## config.mk

```make
export PLATFORM = sky130hd
export DESIGN_NAME = icache_miss_arb
export DESIGN_NICKNAME = d
export VERILOG_FILES = /design/src/rtl/icache_arb_pkg.sv /design/src/rtl/icache_rr_arb.sv /design/src/rtl/icache_miss_arb.sv
export SDC_FILE = /design/constraint.sdc
export NUM_CORES = 1
export LEC_CHECK = 0
export ABC_AREA = 1
export CAP_MARGIN = 25
export CELL_PAD_IN_SITES_DETAIL_PLACEMENT = 2
export CELL_PAD_IN_SITES_GLOBAL_PLACEMENT = 2
export CORE_ASPECT_RATIO = 1.75
export CORE_MARGIN = 2
export CORE_UTILIZATION = 28
export CTS_CLUSTER_SIZE = 16
export DETAILED_ROUTE_END_ITERATION = 10
export HOLD_SLACK_MARGIN = 0.08
export PLACE_DENSITY_LB_ADDON = 0.08
export SLEW_MARGIN = 10
export SYNTH_ARGS = -nofsm -noshare
export SYNTH_HDL_FRONTEND = slang
export SYNTH_HIERARCHICAL = 1
export SYNTH_SLANG_ARGS = --single-unit
```

## constraint.sdc

```tcl
create_clock -name clk -period 2.82 [get_ports clk]
set_input_delay 0.282 -clock clk [delete_from_list [all_inputs] [get_ports clk]]
set_output_delay 0.282 -clock clk [all_outputs]
set_load 0.02 [all_outputs]
```

## src/rtl/icache_arb_pkg.sv

```systemverilog
// icache_arb_pkg: shared FSM state type and default sizing for the icache miss arbiter.
package icache_arb_pkg;
  typedef enum logic {IDLE, SEND} state_e;
  localparam int DEF_NUM_REQ  = 4;
  localparam int DEF_BA_BITS  = 7;
  localparam int DEF_WID_BITS = 2;
  localparam int DEF_NUM_TAG  = 4;
  localparam int DEF_TAG_BITS = 2;
endpackage

```

## src/rtl/icache_rr_arb.sv

```systemverilog
// icache_rr_arb: round-robin pick of the first requester at or after ptr.
module icache_rr_arb #(
  parameter int N = 4,
  parameter int W = (N > 1) ? $clog2(N) : 1
) (
  input  logic [N-1:0] req,
  input  logic [W-1:0] ptr,
  output logic [N-1:0] gnt,
  output logic [W-1:0] idx,
  output logic         any
);
  always_comb begin
    gnt = '0;
    idx = '0;
    any = 1'b0;
    for (int i = N - 1; i >= 0; i--) begin
      if (req[(int'(ptr) + i) % N]) begin
        idx = W'((int'(ptr) + i) % N);
        any = 1'b1;
      end
    end
    gnt[idx] = any;
  end
endmodule

```

## src/rtl/icache_miss_arb.sv

```systemverilog
// icache_miss_arb: arbitrates icache MSHR misses onto one memory port with tagged,
// out-of-order responses routed back to the originating requester.
module icache_miss_arb
  import icache_arb_pkg::*;
#(
  parameter int NUM_REQ  = DEF_NUM_REQ,
  parameter int BA_BITS  = DEF_BA_BITS,
  parameter int WID_BITS = DEF_WID_BITS,
  parameter int NUM_TAG  = DEF_NUM_TAG,
  parameter int TAG_BITS = DEF_TAG_BITS
) (
  input  logic                         clk,
  input  logic                         rst,
  input  logic [NUM_REQ-1:0]           req_valid_i,
  output logic [NUM_REQ-1:0]           req_ready_o,
  input  logic [NUM_REQ*BA_BITS-1:0]   req_block_addr_i,
  input  logic [NUM_REQ*WID_BITS-1:0]  req_instr_id_i,
  output logic                         mem_req_valid_o,
  input  logic                         mem_req_ready_i,
  output logic [BA_BITS-1:0]           mem_req_block_addr_o,
  output logic [TAG_BITS-1:0]          mem_req_tag_o,
  input  logic                         mem_rsp_valid_i,
  output logic                         mem_rsp_ready_o,
  input  logic [TAG_BITS-1:0]          mem_rsp_tag_i,
  output logic [NUM_REQ-1:0]           rsp_valid_o,
  input  logic [NUM_REQ-1:0]           rsp_ready_i,
  output logic [BA_BITS-1:0]           rsp_block_addr_o,
  output logic [WID_BITS-1:0]          rsp_instr_id_o,
  output logic                         tag_err_o
);
  localparam int SW = (NUM_REQ > 1) ? $clog2(NUM_REQ) : 1;
  localparam int NT = 1 << TAG_BITS;
  state_e state_q, state_d;
  logic [SW-1:0] rr_q, rr_d;
  logic [NT-1:0] tv_q, tv_d;
  logic [SW-1:0] tsrc_q [NT], tsrc_d [NT];
  logic [BA_BITS-1:0] taddr_q [NT], taddr_d [NT];
  logic [WID_BITS-1:0] tid_q [NT], tid_d [NT];
  logic [BA_BITS-1:0] addr_q, addr_d;
  logic [TAG_BITS-1:0] tag_q, tag_d;
  logic err_q, err_d;
  logic [NUM_REQ-1:0] gnt;
  logic [SW-1:0] win, src;
  logic any, has_free, grant, hit, rsp_fire;
  logic [TAG_BITS-1:0] free_tag;
  icache_rr_arb #(.N(NUM_REQ), .W(SW)) u_rr (
    .req(req_valid_i),
    .ptr(rr_q),
    .gnt(gnt),
    .idx(win),
    .any(any)
  );
  // Free-tag search sees only registered state, so a tag freed this cycle waits a cycle.
  always_comb begin
    free_tag = '0;
    has_free = 1'b0;
    for (int t = NUM_TAG - 1; t >= 0; t--) begin
      if (!tv_q[t]) begin
        free_tag = TAG_BITS'(t);
        has_free = 1'b1;
      end
    end
  end
  assign grant                = (state_q == IDLE) && any && has_free;
  assign req_ready_o          = grant ? gnt : '0;
  assign mem_req_valid_o      = state_q == SEND;
  assign mem_req_block_addr_o = addr_q;
  assign mem_req_tag_o        = tag_q;
  assign src                  = tsrc_q[mem_rsp_tag_i];
  assign hit                  = tv_q[mem_rsp_tag_i];
  assign rsp_valid_o          = (mem_rsp_valid_i && hit) ? NUM_REQ'(1) << src : '0;
  assign mem_rsp_ready_o      = hit ? rsp_ready_i[src] : mem_rsp_valid_i;
  assign rsp_fire             = mem_rsp_valid_i && hit && rsp_ready_i[src];
  assign rsp_block_addr_o     = taddr_q[mem_rsp_tag_i];
  assign rsp_instr_id_o       = tid_q[mem_rsp_tag_i];
  assign tag_err_o            = err_q;
  always_comb begin
    state_d = state_q;
    rr_d    = rr_q;
    tv_d    = tv_q;
    tsrc_d  = tsrc_q;
    taddr_d = taddr_q;
    tid_d   = tid_q;
    addr_d  = addr_q;
    tag_d   = tag_q;
    err_d   = err_q | (mem_rsp_valid_i && !hit);
    if (rsp_fire) tv_d[mem_rsp_tag_i] = 1'b0;
    if (grant) begin
      tv_d[free_tag]    = 1'b1;
      tsrc_d[free_tag]  = win;
      taddr_d[free_tag] = req_block_addr_i[int'(win)*BA_BITS +: BA_BITS];
      tid_d[free_tag]   = req_instr_id_i[int'(win)*WID_BITS +: WID_BITS];
      addr_d            = req_block_addr_i[int'(win)*BA_BITS +: BA_BITS];
      tag_d             = free_tag;
      rr_d              = (win == SW'(NUM_REQ - 1)) ? '0 : win + SW'(1);
      state_d           = SEND;
    end else if (state_q == SEND && mem_req_ready_i) begin
      state_d = IDLE;
    end
  end
  always_ff @(posedge clk) begin
    if (rst) begin
      state_q <= IDLE;
      rr_q    <= '0;
      tv_q    <= '0;
      addr_q  <= '0;
      tag_q   <= '0;
      err_q   <= 1'b0;
    end else begin
      state_q <= state_d;
      rr_q    <= rr_d;
      tv_q    <= tv_d;
      addr_q  <= addr_d;
      tag_q   <= tag_d;
      err_q   <= err_d;
    end
  end
  always_ff @(posedge clk) begin
    tsrc_q  <= tsrc_d;
    taddr_q <= taddr_d;
    tid_q   <= tid_d;
  end
endmodule

```

==> metrics.txt <==
grt total ovfl=0; Final setup viols=0; end of the worst hold path=tag_err_o; fillers=1137; routability cong.=0.863; r2r setup slk=480 ps; I/O pin total=79; fin nets=477; min-delay src=tag_err_o; fin crit period=2650 ps; Chip Height=140 um; Initial Util=between 20 and 30%; Top FF cell, synth=edfxtp_1; Antenna Cells=0; Hold Fails Final Rpt=0; period utilisation layout=94.0%; Switch Pwr=2110 uW; synthesis-to-finish area growth=45.4%; first-pass GRT wire length=15.9 mm; synthesized area=2970 um2; Worst R2R Start=rr_q[1]; cts bufs inserted=9; Post-DP HPWL=7.46 mm; headroom to the max-slew limit=a little under half; number of global-route vias before repair=3021; Hold Path Depth=2; Startpoint Class=input pin; drc violations=0; max-slew violations=0; P_leak=0.00179 uW; commonest non-fill, non-tap cell in the layout=nand2_1; slowest cell on the critical path=clkdlybuf4s50_1; P per Cell Area=1200 nW/um2; CP max FO=4; syn_area_per_cell=between 8 and 9 um2; CTS root buffer=clkbuf_16; H-tree levels=3; worst reg2reg path depth=13; Critical R2R Capture=mem_req_block_addr_o[1]; part of the power in registers=31.6%; Max Fclk=0.377 GHz; post-synthesis cell count=between 300 and 400; Tot GR Track Use=18.9%; clock share of power=21.6%; DR vias=approximately 2.7k; Via density=between 4 and 5; EDFF count, synth=44; drt total wl=10.1 mm; Routed WL per cell=about 18 um; Peak VDD IR=626 uV; initial antenna violation count=0; worst-path cell chain=clkdlybuf4s50_1 -> inv_2 -> nor2_2 -> nand2_1 -> o21ai_1 -> nor2_1 -> nor2_2 -> inv_2 -> nor3_1 -> clkdlybuf4s50_1; # rows=49; Synth top area share=44.6%; Pint=3070 uW; Die Wd=81.8 um; # hold bufs at CTS=0; arrival time worst endpoint=2370 ps; flops & latches, synth=61; cells taking the most area after synthesis=edfxtp_1, dfxtp_1, nand2_1; sw frac=40.7%; Sink Count=61; setup bufs post-CTS=0; asr flop ratio synth=0%; fraction of layout cells with a size suffix above 1=between 15 and 20%; most frequent cells in the layout=nand2_1, clkdlybuf4s50_1, edfxtp_1, nor2_1, inv_1; slowest stage delay, CP=630 ps; final setup TNS=0 ps; die outline area=11500 um2; largest net degree at the start of global routing=25; post-synth net total=around 380; worst-margin pin slew=a little under 800 ps; antenna-violating nets left=0; worst setup margin=170 ps; Pre-Repair DR Iteration Count=4; Hold Crit Class=register to register; # port buffers=78; CP endpoint kind=primary output; critical path class=input pin to primary output; unrepaired setup endpoints after global routing=no; Netlist cell types=25; Worst-path clk slew=around 50 ps; critical path required time=~2500 ps; Yosys top cell by area=edfxtp_1; status=complete, no violations; pre-CTS setup slack=between 50 and 60 ps; Max-cap violations=0; Comb pwr share=a little under half; Hold Slack=between 400 and 500 ps; CTS tree=built; Worst-Skew Late Latency=between 300 and 400 ps; Detailed Route Iter0 Violations=87; clk_skew=approximately 11 ps; core area=10300 um2; Clock Tree Buf Depth=2; total number of yosys warnings=6; post-synthesis sequential area ratio=56.0%
==> sequential cells by signal, indices dropped and copies added, names as in the netlist <==
name,count
taddr_q,28
tid_q,8
tsrc_q,8
mem_req_block_addr_o,7
tv_q,4
mem_req_tag_o,2
rr_q,2
mem_req_valid_o,1
tag_err_o,1
==> power by group through the flow <==
| stage | clock [uW] | combinational (uW) | sequential [uW] |
|---|---|---|---|
| finish | 1120 | 2420 | 1630 |
| detailed placement | 0 | 2480 | 1640 |
| global route | 1180 | 2710 | 1660 |
| global placement | 0 | 2370 | 1630 |
| floorplan | 0 | 1360 | 1650 |
| CTS | 1140 | 2510 | 1640 |
==> cell families (layout without fill, tap and decap cells) <==
| group | Yosys count | count (layout) | synth area share, % |
|---|---|---|---|
| AND/OR/NAND/NOR | 160 | 160 | 23.8 |
| AO/OA/AOI/OAI | 64 | 64 | 13.2 |
| flip-flops | 61 | 61 | 56.0 |
| buffers and inverters | 46 | 145 | 6.54 |
| adder cells (fa/ha/maj) | 1 | 1 | 0.422 |
==> repair_timing <==
action | in CTS | in global routing
pin swaps | 0 | 0
hold endpoints to repair | 0 | 0
resized for setup | 2 | 8
setup endpoints to repair | 4 | 8
==> final cells by class <==
cell class	count	area, um2	share of cell area, %
well taps	127	159	3.68
inverters	34	133	3.08
clock buffers	9	225	5.22
multi-input cells	225	1110	25.8
repair buffers	95	938	21.8
flip-flops and latches	61	1670	38.6
clock inverters	7	80.1	1.86
==> critical path, delay by kind of cell <==
| family | cells | cell delay, ps |
|---|---|---|
| AO/OA/AOI/OAI | 1 | 100 |
| buffers and inverters | 4 | 1370 |
| AND/OR/NAND/NOR | 5 | 630 |
==> worst max path at each step <==
stage	from	end	slack (ps)	cells past startpoint
floorplan	rr_q[0]	taddr_q[0]	810	11
global placement	mem_rsp_tag_i[1]	rsp_valid_o[1]	180	10
detailed placement	mem_rsp_tag_i[0]	rsp_valid_o[2]	60	9
CTS	mem_rsp_tag_i[0]	rsp_valid_o[2]	50	9
global route	mem_rsp_tag_i[1]	rsp_valid_o[1]	9	10
finish	mem_rsp_tag_i[1]	rsp_valid_o[3]	170	10
==> per-layer routing <==
| metal | GRT usage, % | up-vias | part of all wire [%] |
|---|---|---|---|
| met5 | 0 | - | 0 |
| met4 | 8.77 | 0 | 3.6 |
| met3 | 2.32 | 25 | 1.8 |
| met2 | 36.1 | 58 | 58 |
| met1 | 19.5 | 1349 | 36 |
| li1 | - | 1310 | - |
==> through the flow <==
step                      utilization [%]  cell area [um2]  power, uW  instances
final                                41.9             4310       5170        558
after global routing                 41.9             4310       5550        558
after CTS                            41.7             4290       5290        558
after detailed placement             38.7             3980       4120        542
after global placement               38.7             3980       4010        542
after floorplan                         -             2970       3000        332
==> Yosys cell counts, types with 2 or more instances <==
cell and count:
nand2_1 79, edfxtp_1 44, nor2_1 38, inv_1 24, o21ai_0 18, a22oi_1 17, dfxtp_1 17, nand2_2 14
a21oi_1 12, nand3_1 12, inv_2 9, o22ai_1 9, buf_2 7, nor3_1 6, a21oi_2 4, clkbuf_1 4
nor2_2 4, nand3_2 3, o21ai_1 3, nand2_4 2, nand4_1 2
Note: power is estimated with default switching activity, not from simulation.
